## config.mk

```make
export PLATFORM = sky130hd
export DESIGN_NAME = fib_serial_gen_flat
export DESIGN_NICKNAME = d
export VERILOG_FILES = /design/src/rtl/fib_serial_gen_if.sv /design/src/rtl/fib_serial_gen.sv /design/src/flat_wrapper.sv
export SDC_FILE = /design/constraint.sdc
export NUM_CORES = 1
export LEC_CHECK = 0
export CAP_MARGIN = 20
export CELL_PAD_IN_SITES_DETAIL_PLACEMENT = 0
export CELL_PAD_IN_SITES_GLOBAL_PLACEMENT = 1
export CORE_ASPECT_RATIO = 1.4
export CORE_MARGIN = 1
export CORE_UTILIZATION = 30
export CTS_CLUSTER_DIAMETER = 60
export DETAILED_ROUTE_END_ITERATION = 12
export PLACE_DENSITY_LB_ADDON = 0.12
export SLEW_MARGIN = 20
export SYNTH_ARGS = -nofsm -noshare
export SYNTH_HDL_FRONTEND = slang
export SYNTH_SLANG_ARGS = --single-unit
```

## constraint.sdc

```tcl
create_clock -name clk -period 4.2 [get_ports clk]
set_input_delay 1.05 -clock clk [delete_from_list [all_inputs] [get_ports clk]]
set_output_delay 1.05 -clock clk [all_outputs]
set_load 0.005 [all_outputs]
```

## src/rtl/fib_serial_gen_if.sv

```systemverilog
// Handshake and result bundle for fib_serial_gen: the requester drives start/n,
// the generator answers with busy/done/result/overflow.
interface fib_serial_gen_if #(
    parameter int WIDTH = 16,
    parameter int N_W   = 6
);
    logic             start;
    logic [N_W-1:0]   n;
    logic             busy;
    logic             done;
    logic [WIDTH-1:0] result;
    logic             overflow;

    modport master (
        output start, n,
        input  busy, done, result, overflow
    );

    modport slave (
        input  start, n,
        output busy, done, result, overflow
    );
endinterface

```

## src/rtl/fib_serial_gen.sv

```systemverilog
// Iterative Fibonacci generator: each recurrence step is an LSB-first bit-serial
// add through one full adder and a carry flop, WIDTH cycles per step.
module fib_serial_gen #(
    parameter int WIDTH = 16,
    parameter int N_W   = 6
) (
    input  logic            clk,
    input  logic            rst_n,
    fib_serial_gen_if.slave bus
);
    localparam int BC_W = (WIDTH > 1) ? $clog2(WIDTH) : 1;
    localparam logic [BC_W-1:0] LAST_BIT = BC_W'(WIDTH - 1);

    typedef enum logic [1:0] {
        ST_IDLE = 2'd0,
        ST_ADD  = 2'd1,
        ST_DONE = 2'd2
    } state_t;

    state_t           state_q, state_d;
    logic [WIDTH-1:0] a_q, a_d;
    logic [WIDTH-1:0] b_q, b_d;
    logic [WIDTH-1:0] sum_q, sum_d;
    logic             carry_q, carry_d;
    logic [BC_W-1:0]  bit_cnt_q, bit_cnt_d;
    logic [N_W-1:0]   step_cnt_q, step_cnt_d;
    logic             ovf_acc_q, ovf_acc_d;
    logic [WIDTH-1:0] result_q, result_d;
    logic             overflow_q, overflow_d;

    logic             a_bit, b_bit, sum_bit, carry_out;
    logic [WIDTH-1:0] a_rot, b_rot, sum_shift;

    // The single full-adder cell; rotating a and b returns them to their
    // original values after WIDTH cycles, so b_rot on the last bit is the old b.
    assign a_bit     = a_q[0];
    assign b_bit     = b_q[0];
    assign sum_bit   = a_bit ^ b_bit ^ carry_q;
    assign carry_out = (a_bit & b_bit) | (a_bit & carry_q) | (b_bit & carry_q);
    assign a_rot     = {a_q[0], a_q[WIDTH-1:1]};
    assign b_rot     = {b_q[0], b_q[WIDTH-1:1]};
    assign sum_shift = {sum_bit, sum_q[WIDTH-1:1]};

    always_comb begin
        state_d    = state_q;
        a_d        = a_q;
        b_d        = b_q;
        sum_d      = sum_q;
        carry_d    = carry_q;
        bit_cnt_d  = bit_cnt_q;
        step_cnt_d = step_cnt_q;
        ovf_acc_d  = ovf_acc_q;
        result_d   = result_q;
        overflow_d = overflow_q;

        case (state_q)
            ST_IDLE: begin
                if (bus.start) begin
                    a_d        = '0;
                    b_d        = WIDTH'(1);
                    sum_d      = '0;
                    carry_d    = 1'b0;
                    bit_cnt_d  = '0;
                    step_cnt_d = bus.n - N_W'(1);
                    ovf_acc_d  = 1'b0;
                    if (bus.n > N_W'(1)) begin
                        state_d = ST_ADD;
                    end else begin
                        state_d    = ST_DONE;
                        result_d   = (bus.n == '0) ? '0 : WIDTH'(1);
                        overflow_d = 1'b0;
                    end
                end
            end

            ST_ADD: begin
                a_d       = a_rot;
                b_d       = b_rot;
                sum_d     = sum_shift;
                carry_d   = carry_out;
                bit_cnt_d = bit_cnt_q + BC_W'(1);
                if (bit_cnt_q == LAST_BIT) begin
                    a_d        = b_rot;
                    b_d        = sum_shift;
                    carry_d    = 1'b0;
                    bit_cnt_d  = '0;
                    step_cnt_d = step_cnt_q - N_W'(1);
                    ovf_acc_d  = ovf_acc_q | carry_out;
                    if (step_cnt_q == N_W'(1)) begin
                        state_d    = ST_DONE;
                        result_d   = sum_shift;
                        overflow_d = ovf_acc_q | carry_out;
                    end
                end
            end

            ST_DONE: begin
                state_d = ST_IDLE;
            end

            default: begin
                state_d = ST_IDLE;
            end
        endcase
    end

    always_ff @(posedge clk) begin
        if (!rst_n) begin
            state_q    <= ST_IDLE;
            a_q        <= '0;
            b_q        <= '0;
            sum_q      <= '0;
            carry_q    <= 1'b0;
            bit_cnt_q  <= '0;
            step_cnt_q <= '0;
            ovf_acc_q  <= 1'b0;
            result_q   <= '0;
            overflow_q <= 1'b0;
        end else begin
            state_q    <= state_d;
            a_q        <= a_d;
            b_q        <= b_d;
            sum_q      <= sum_d;
            carry_q    <= carry_d;
            bit_cnt_q  <= bit_cnt_d;
            step_cnt_q <= step_cnt_d;
            ovf_acc_q  <= ovf_acc_d;
            result_q   <= result_d;
            overflow_q <= overflow_d;
        end
    end

    assign bus.busy     = (state_q != ST_IDLE);
    assign bus.done     = (state_q == ST_DONE);
    assign bus.result   = result_q;
    assign bus.overflow = overflow_q;
endmodule
```

## src/flat_wrapper.sv

```systemverilog
// flat-port wrapper written by rule: the top's interface ports become plain ports
module fib_serial_gen_flat 
#(
    parameter int WIDTH = 16,
    parameter int N_W   = 6
)
  (clk, rst_n, bus_start, bus_n, bus_busy, bus_done, bus_result, bus_overflow);
  fib_serial_gen_if #(.WIDTH(WIDTH), .N_W(N_W)) bus_i ();
  input  logic clk;
  input  logic rst_n;
  input wire logic [$bits(bus_i.start)-1:0] bus_start;
  input wire logic [$bits(bus_i.n)-1:0] bus_n;
  output wire logic [$bits(bus_i.busy)-1:0] bus_busy;
  output wire logic [$bits(bus_i.done)-1:0] bus_done;
  output wire logic [$bits(bus_i.result)-1:0] bus_result;
  output wire logic [$bits(bus_i.overflow)-1:0] bus_overflow;
  assign bus_i.start = bus_start;
  assign bus_i.n = bus_n;
  assign bus_busy = bus_i.busy;
  assign bus_done = bus_i.done;
  assign bus_result = bus_i.result;
  assign bus_overflow = bus_i.overflow;
  fib_serial_gen #(.WIDTH(WIDTH), .N_W(N_W)) u_core (.clk(clk), .rst_n(rst_n), .bus(bus_i));
endmodule
```

# After elaboration in Yosys (flattened, before gate mapping)
# Index checks and enable logic that the tools add are counted.
[word_totals]
register_bits = 79
out_inout_bits = 19
wordCells = 72
[op_classes]
n_addsub = 3
n_lt_le_gt_ge = 1
eq_ne = 8
muxes = 34
bitwise = 8
n_reduce_logical = 8
[op_table]
columns = ["op", "count"]
rows = [
  ["2-to-1 mux 16 bit", 8],
  ["case mux 16 bit (2 select lines)", 4],
  ["2-to-1 mux 6 bit", 2],
  ["case mux 6 bit (2 select lines)", 1],
  ["subtractor 6 x 1 -> 6 bit (second input constant)", 2],
  ["2-to-1 mux 1 bit", 8],
  ["2-to-1 mux 2 bit", 4],
  ["2-to-1 mux 4 bit", 2],
  ["case mux 4 bit (2 select lines)", 1],
  ["== test 6 x 1 -> 1 bit (second input constant)", 1],
  ["> comparator 6 x 1 -> 1 bit (second input constant)", 1],
  ["zero test 6 bit", 1],
  ["case mux 1 bit (2 select lines)", 3],
  ["AND reduction 3 bit", 2],
  ["AND reduction 5 bit", 1],
  ["adder 4 x 1 -> 4 bit (second input constant)", 1],
  ["== test 4 bit (second input constant)", 1],
  ["!= test 2 x 1 -> 1 bit (second input constant)", 2],
  ["!= test 2 bit (second input constant)", 2],
  ["case mux 2 bit (2 select lines)", 1],
  ["nonzero test 2 bit", 2],
  ["AND 1 bit", 3],
  ["bitwise OR 1 bit", 3],
  ["== test 2 x 1 -> 1 bit (second input constant)", 1],
  ["other kinds (4)", 5],
]

# Depth between registers and ports, before layout
# Gate-level depths: netlist (run 1).
[depth]
depth_word = 7
depth_mapped = 7
ltp_nobuf = 6

# Least setup slack after synthesis (run 1)
# No wires, ideal clock.
[synth_path]
path_type = "input -> register"
from = "input port bus_n[4]"
to = "register u_core.result_q[10], in the netlist u_core.bus.result[10]"
setup_ns = 0.117
arrival_ns = 2.246
path_slack_ns = 1.837
stages = 5
path_cell_list = "or4_1 o32ai_4 a21oi_2 buf_6 a22o_1"
[synth_via]
elab_chain_cells = 3
[synth_rtl]
columns = ["item", "line", "text"]
rows = [
  ["start: declaration", "flat_wrapper.sv:12", "input wire logic [$bits(bus_i.n)-1:0] bus_n;"],
  ["> comparator 6 x 1 -> 1 bit", "fib_serial_gen.sv:66", "if (bus.n > N_W'(1)) begin"],
  ["!= test 2 bit (no line)", "-", ""],
  ["AND reduction 5 bit (no line)", "-", ""],
  ["end signal: assignment", "fib_serial_gen.sv:128", "result_q <= result_d;"],
  ["end: declaration", "fib_serial_gen.sv:28", "logic [WIDTH-1:0] result_q, result_d;"],
]
# Every way passes these cells.
# A chain may end at the register's enable or synchronous reset.

# Final worst setup path (run 1)
[layout_path]
from = "input port bus_n[0]"
to = "register u_core.result_q[8], in the netlist u_core.bus.result[8]"
# The elaborated chain is that of the path after synthesis.

==> results of run 1 <==
metrics by stage:
| stage | hold slack [ns] | setup WS, ns | total power [W] | cell area [um2] |
|---|---|---|---|---|
| final | 0.445 | 1.31 | 0.00178 | 4160 |
| after global routing | 0.457 | 1.18 | 0.00186 | 4160 |
| after CTS | 0.448 | 1.30 | 0.00181 | 4160 |
| after floorplan | 0.428 | 1.84 | 0.000873 | 3480 |
| after global placement | 0.436 | 1.01 | 0.000914 | 3820 |
| after detailed placement | 0.441 | 0.964 | 0.000914 | 3820 |
registers in the layout (all words and copies together) (netlist names):
name,flops
u_core.a_q,16
u_core.b_q,16
u_core.bus.result,16
u_core.sum_q,15
u_core.step_cnt_q,6
u_core.bit_cnt_q,4
u_core.state_q,2
u_core.bus.overflow,1
u_core.carry_q,1
u_core.ovf_acc_q,1
layout make-up:
cell class / instances / area [um2] / share of cell area [%]
Inverter: 6 / 22.5 / 0.542
Timing Repair Buffer: 31 / 300 / 7.23
Multi-Input combinational cell: 272 / 1750 / 42.2
Sequential cell: 78 / 1560 / 37.6
Tap cell: 144 / 180 / 4.34
Clock buffer: 10 / 229 / 5.51
Clock inverter: 6 / 109 / 2.62
critical path: stages:
cell	delay [ns]
clkdlybuf4s50_1	0.57
inv_1	0.07
ha_1	0.25
o21bai_1	0.24
o32ai_4	0.12
a21oi_2	0.60
a22o_1	0.25
worst paths after layout:
| kind | startpoint | slack, ns | end | depth (start not counted) |
|---|---|---|---|---|
| max | bus_n[0] | 1.31 | u_core.bus.result[8] | 7 |
| min | u_core.a_q[13] | 0.44 | u_core.a_q[13] | 2 |
| max reg2reg | u_core.bit_cnt_q[0] | 1.91 | u_core.a_q[11] | 6 |
| min reg2reg | u_core.a_q[13] | 0.44 | u_core.a_q[13] | 2 |
routing by layer:
metal / share of wire (%) / up-vias
met3: 2.6 / 10
met5: 0 / -
li1: - / 1385
met1: 43 / 1360
met2: 52 / 40
met4: 2.0 / 0
logic make-up after synthesis:
| kind of cell | share of synthesized area, % |
|---|---|
| and+or+nand+nor | 16.0 |
| AOI/OAI and AO/OA | 20.1 |
| xor gates and xnor gates | 0.504 |
| muxes | 11.2 |
| buffers and inverters | 4.89 |
| adders and majority gates | 2.37 |
| DFF | 44.9 |
cell usage after synthesis, drive strengths merged (2+ instances only):
master and instances:
a31oi 3, nor4 2, clkbuf 18, nor2 29, nor2b 2, buf 11, o21ai 9, a22oi 17
xnor2 2, inv 6, a21oi 44, ha 5, or2 2, mux2i 3, nor3b 2, dfxtp 78
a22o 15, or4 2, nand2b 2, nand2 71, mux2 32, nor3 5, o211ai 3, nand3 5
power breakdown:
| part | leakage (nW) | internal [W] | total, W | switching (W) |
|---|---|---|---|---|
| registers | 0.630 | 0.000750 | 0.000764 | 0.0000147 |
| clock network | 0.167 | 0.000581 | 0.000881 | 0.000300 |
| logic | 0.707 | 0.0000442 | 0.000132 | 0.0000874 |
==> results.txt, run 1 <==
----------------------------------------------------
[Floorplan]
  Initial standard-cell utilization of the core ... between 30 and 40%
  Die area ... approximately 12000 um2
  I/O Pins ... 28
  Floorplan row count ... 46
  Die width ... between 90 and 100 um
  Die Y ... approximately 130 um
  Core area ... roughly 11000 um2

[Synth]
  Synthesized cell area ... 3480 um2
  Area share of the largest cell type after synthesis ... 44.9%
  Count of state elements after synthesis ... 78
  Syn Nets ... 400
  Synth area leader ... dfxtp_1
  Avg Cell Area, Syn ... 9.03 um2
  Syn. warnings ... 0
  Sequential share of the synthesized area ... 44.9%
  Number of synthesized flops with an enable pin ... 0
  Async S/R FF share, synth ... 0%
  Main area contributors after synthesis ... dfxtp_1 45%, mux2_1 10%, nand2_1 7.7%
  Dominant register cell in the synthesized netlist ... dfxtp_1
  Gate count of the mapped netlist ... 385
  Number of distinct library cells after synthesis ... 52

[Route]
  Routed wire per std cell ... 15.2 um
  Total wire length after detailed routing ... 8300 um
  Avg Vias per Cell ... 5.11
  Detailed router's first-iteration violation count ... 140
  Pre-antenna DRT Iters ... 4
  Residual DRC count ... 0
  Number of vias in the routed layout ... 2795
  Number of nets still failing antenna checks after routing ... 0

[Worst setup path]
  Setup Crit Path Kind ... in -> reg
  Data arrival, critical path ... around 3.2 ns
  Critical Path Start Type ... input port
  CP Max Fanout ... 15
  Capturing element type of the critical path ... flop
  Required time reported for the critical path endpoint ... 4.47 ns

[GRT]
  Total overflow reported by the global router ... 0
  Met3 demand-to-capacity share in global routing ... 2.99%
  Met2 Usage GRT ... 27.4%
  Largest net degree at the start of global routing ... between 50 and 60
  Number of global-route vias before repair ... 2840
  Met1 layer usage reported by global route ... 16.6%
  Wire length of the first global-routing pass ... 14100 um
  Initial antenna violation count ... 0
  Total global routing track utilization ... approximately 15%
  Top Usage Layer GRT ... met2

[STA]
  Final Max Slew Viols ... 0
  Final Hold Fails ... 0
  Clock skew after layout ... 0.00595 ns
  Final setup TNS ... 0 ns
  Unrepaired setup endpoints after global routing ... false
  Slew headroom ... 42.3%
  Final period demand of the worst path ... 2.89 ns
  Transition time of the tightest slew-check pin ... 0.860 ns
  Maximum frequency from static timing analysis ... 0.346 GHz
  Total setup violations reported at the end of the flow ... 0
  Final cycle utilization of the critical path ... 68.8%

[Finish]
  Synthesis-to-finish area growth ... 19.5%
  Fill count ... ~1.2k
  Highest-count cells in the layout ignoring fill and taps ... 78 x dfxtp_1, 71 x nand2_1, 42 x a21oi_1, 31 x mux2_1, 29 x nor2_1
  Antenna diodes ... 0
  # nets final ... 413
  Commonest non-fill, non-tap cell in the layout ... dfxtp_1
  Utilization of the core after routing ... between 30 and 40%
  Final cell count without fillers ... 547
  Share of post-route cells with drive strength above 1 ... approximately 7.2%

[Status]
  Result of the run ... complete, no violations

[Clocking]
  Clock latency on the worst-skew pair ... ~0.33 ns
  Number of buffers added by the clock tree synthesis step ... 9
  Hold-fix buffers at CTS ... 0
  Root Buffer Master ... clkbuf_16
  Count of cells resized by post-cts repair ... 0
  Post-CTS setup repair buffer count ... 0
  TritonCTS clock tree ... yes
  Post-CTS clock slew at the launch and capture registers of the worst setup and hold paths ... about 0.060 ns
  CTS Buffer Depth ... 2
  Count of clock tree sinks ... 78
  H-tree lvl count ... 3

[Power]
  Largest voltage drop on the vdd net ... roughly 0.23 mV
  Static power due to leakage ... 1.50 nW
  Cell Pwr Density ... 428 nW/um2

[Placed design]
  Number of placed instances, taps included ... 531
  DPL Wire Length ... 5200 um
  Final estimated routing congestion in global placement ... roughly 0.77
  Count of input and output buffers ... 27

[Run]
  Max cap viols ... 0

[Hold path]
  Classification of the worst-slack hold path ... reg -> reg

----------------------------------------------------
Note: power is estimated with default switching activity, not from simulation.
==> inputs of run 2 (changes only) <==
clock period = 3 ns   (was 4.2 ns; I/O delays follow)
==> run 2 against run 1 <==
Compared with the run above: via count is 1.8% lower; critical path depth stayed put; utilization is 0.17 points higher; sequential share of layout area decreased by 0.17 points; clock power rose by 27%; sequential power grew 40%; global-route usage down 0.076 points; clock skew increased by 0.0037 ns; worst setup slack got worse by 0.88 ns; flip-flop and latch count stayed put; final cell count up 0.37%; register-to-register slack got worse by 0.94 ns; largest power group unchanged.
==> results.txt, run 2 (synthesized netlist as in run 1, its figures left out) <==
----------------------------------------------------
[Power]
  Largest voltage drop on the vdd net ... 0.274 mV (+22%)
  Static power due to leakage ... 1.51 nW (+0.34%)
  Design internal power ... 0.00177 W (+29%)
  Cell Pwr Density ... 569 nW/um2 (+33%)
  Net switching share of the total power ... 25.3% (+2.7 points)
  Reg power frac ... 45.0% (+2.0 points)
  Gate power share ... 8.0% (+0.6 points)
  Clock network fraction of design power ... 47.0% (-2.6 points)
  Switching power ... 0.000601 W (+49%)

[Floorplan]
  Initial standard-cell utilization of the core ... 30.8% (unchanged)
  Floorplan row count ... 46 (unchanged)
  Die area ... 12000 um2 (unchanged)
  I/O Pins ... 28 (unchanged)
  Core area ... 11300 um2 (unchanged)
  Die width ... 93.0 um (unchanged)
  Die Y ... 129 um (unchanged)

[Clocking]
  H-tree lvl count ... 3 (unchanged)
  CTS Buffer Depth ... 2 (unchanged)
  TritonCTS clock tree ... yes
  Post-CTS clock slew at the launch and capture registers of the worst setup and hold paths ... 0.06 ns (about the same)
  Hold-fix buffers at CTS ... 0 (unchanged)
  Root Buffer Master ... clkbuf_16
  Count of cells resized by post-cts repair ... 0 (unchanged)
  Count of clock tree sinks ... 78 (unchanged)
  Number of buffers added by the clock tree synthesis step ... 9 (unchanged)
  Clock latency on the worst-skew pair ... 0.34 ns (about the same)
  Post-CTS setup repair buffer count ... 0 (unchanged)

[Worst setup path]
  Critical Path Start Type ... input port
  Data arrival, critical path ... 2.84 ns (-0.32 ns)
  FF-to-FF Start ... u_core.step_cnt_q[1]
  Required time reported for the critical path endpoint ... 3.28 ns (-1.19 ns)
  Worst setup startpoint ... bus_n[0]
  Register-to-Register Setup Slack ... 0.97 ns (-0.94 ns)
  Reg2Reg Capture Point ... u_core.bus.result[6]
  Critical path endpoint ... u_core.bus.result[6]
  Setup Crit Path Kind ... in -> reg
  Capturing element type of the critical path ... flop
  CP Max Fanout ... 15 (unchanged)
  Worst R2R Path Depth ... 6 (unchanged)

[Route]
  Number of vias in the routed layout ... 2745 (-1.8%)
  Residual DRC count ... 0 (unchanged)
  Avg Vias per Cell ... 5.00 (-2.1%)
  Pre-antenna DRT Iters ... 4 (unchanged)
  Routed wire per std cell ... 14.8 um (-2.6%)
  Detailed router's first-iteration violation count ... 137 (-2.1%)
  Total wire length after detailed routing ... 8110 um (-2.2%)
  Number of nets still failing antenna checks after routing ... 0 (unchanged)

[STA]
  Transition time of the tightest slew-check pin ... 0.729 ns (-0.130 ns)
  Final Max Slew Viols ... 0 (unchanged)
  Minimum setup slack in the final design ... 0.436 ns (-0.875 ns)
  Final Hold Fails ... 0 (unchanged)
  Final setup TNS ... 0 ns (unchanged)
  Final cycle utilization of the critical path ... 85.5%
  Maximum frequency from static timing analysis ... 0.390 GHz
  Total setup violations reported at the end of the flow ... 0 (unchanged)
  Final period demand of the worst path ... 2.56 ns
  Unrepaired setup endpoints after global routing ... false
  Slew headroom ... 51.4% (+9.1 points)
  Clock skew after layout ... 0.00963 ns (+0.00368 ns)

[Placed design]
  Area after detailed placement ... 3870 um2 (+1.4%)
  Post-placement setup slack ... 0.0172 ns (-0.947 ns)
  Count of input and output buffers ... 27 (unchanged)
  Number of placed instances, taps included ... 533 (+0.38%)
  Final estimated routing congestion in global placement ... 0.761 (-0.98%)
  DPL Wire Length ... 5220 um (+0.36%)

[Run]
  Max cap viols ... 0 (unchanged)

[Finish]
  Fin area ... 4170 um2 (+0.45%)
  Final cell count without fillers ... 549 (+0.37%)
  Commonest non-fill, non-tap cell in the layout ... dfxtp_1
  # nets final ... 415 (+0.48%)
  Utilization of the core after routing ... 37.0% (+0.17 points)
  Synthesis-to-finish area growth ... 20.0%
  Highest-count cells in the layout ignoring fill and taps ... 78 x dfxtp_1, 71 x nand2_1, 42 x a21oi_1, 31 x mux2_1, 29 x nor2_1
  Share of post-route cells with drive strength above 1 ... 7.90% (+0.71 points)
  Antenna diodes ... 0 (unchanged)

[GRT]
  Number of global-route vias before repair ... 2646 (-6.8%)
  Total overflow reported by the global router ... 0 (unchanged)
  Wire length of the first global-routing pass ... 13800 um (-2.0%)
  Total global routing track utilization ... 14.9% (-0.076 points)
  Largest net degree at the start of global routing ... 57 (unchanged)
  Initial antenna violation count ... 0 (unchanged)

[Hold path]
  Classification of the worst-slack hold path ... reg -> reg

[Status]
  Result of the run ... complete, no violations

----------------------------------------------------
run 2: per-layer routing:
layer / GRT usage [%] / vias up / wire [um]
li1: - / 1392 / -
met1: 17.4 / 1316 / 3590
met2: 26.0 / 28 / 4190
met3: 3.17 / 9 / 170
met4: 6.79 / 0 / 157
met5: 0 / - / 0
run 2: cell type report:
type	count	area [um2]
Clock inverter	7	78.8
Sequential cell	78	1560
Fill cell	1204	7110
Inverter	6	22.5
Tap cell	144	180
Clock buffer	9	225
Multi-Input combinational cell	272	1750
Timing Repair Buffer	33	353
run 2: how the worst min path moves through the flow:
stage / start / to / slack, ns / cells past startpoint
2_1_floorplan: u_core.a_q[10] / u_core.a_q[10] / 0.43 / 2
3_3_place_gp: u_core.a_q[7] / u_core.a_q[7] / 0.44 / 2
3_5_place_dp: u_core.a_q[13] / u_core.a_q[13] / 0.44 / 2
4_1_cts: u_core.a_q[13] / u_core.a_q[13] / 0.45 / 2
5_1_grt: u_core.a_q[13] / u_core.a_q[13] / 0.46 / 2
6_report: u_core.a_q[13] / u_core.a_q[13] / 0.44 / 2
run 2: worst max-delay path, stage by stage:
cell	delay (ns)
clkdlybuf4s50_1	0.56
inv_1	0.07
ha_1	0.25
o21bai_1	0.24
o32ai_4	0.13
a21oi_2	0.59
a22o_1	0.25
run 2: through the flow:
| step | hold WS [ns] | power (W) |
|---|---|---|
| CTS | 0.450 | 0.00242 |
| global placement | 0.436 | 0.00129 |
| global route | 0.461 | 0.00250 |
| floorplan | 0.428 | 0.00122 |
| detailed placement | 0.441 | 0.00129 |
| finish | 0.444 | 0.00238 |
run 2: power groups by stage:
stage	Combinational (W)	Clock [W]	Sequential (W)
detailed placement	0.000194	0	0.00109
finish	0.000189	0.00112	0.00107
CTS	0.000195	0.00116	0.00107
floorplan	0.000138	0	0.00108
global placement	0.000196	0	0.00109
global route	0.000214	0.00121	0.00107
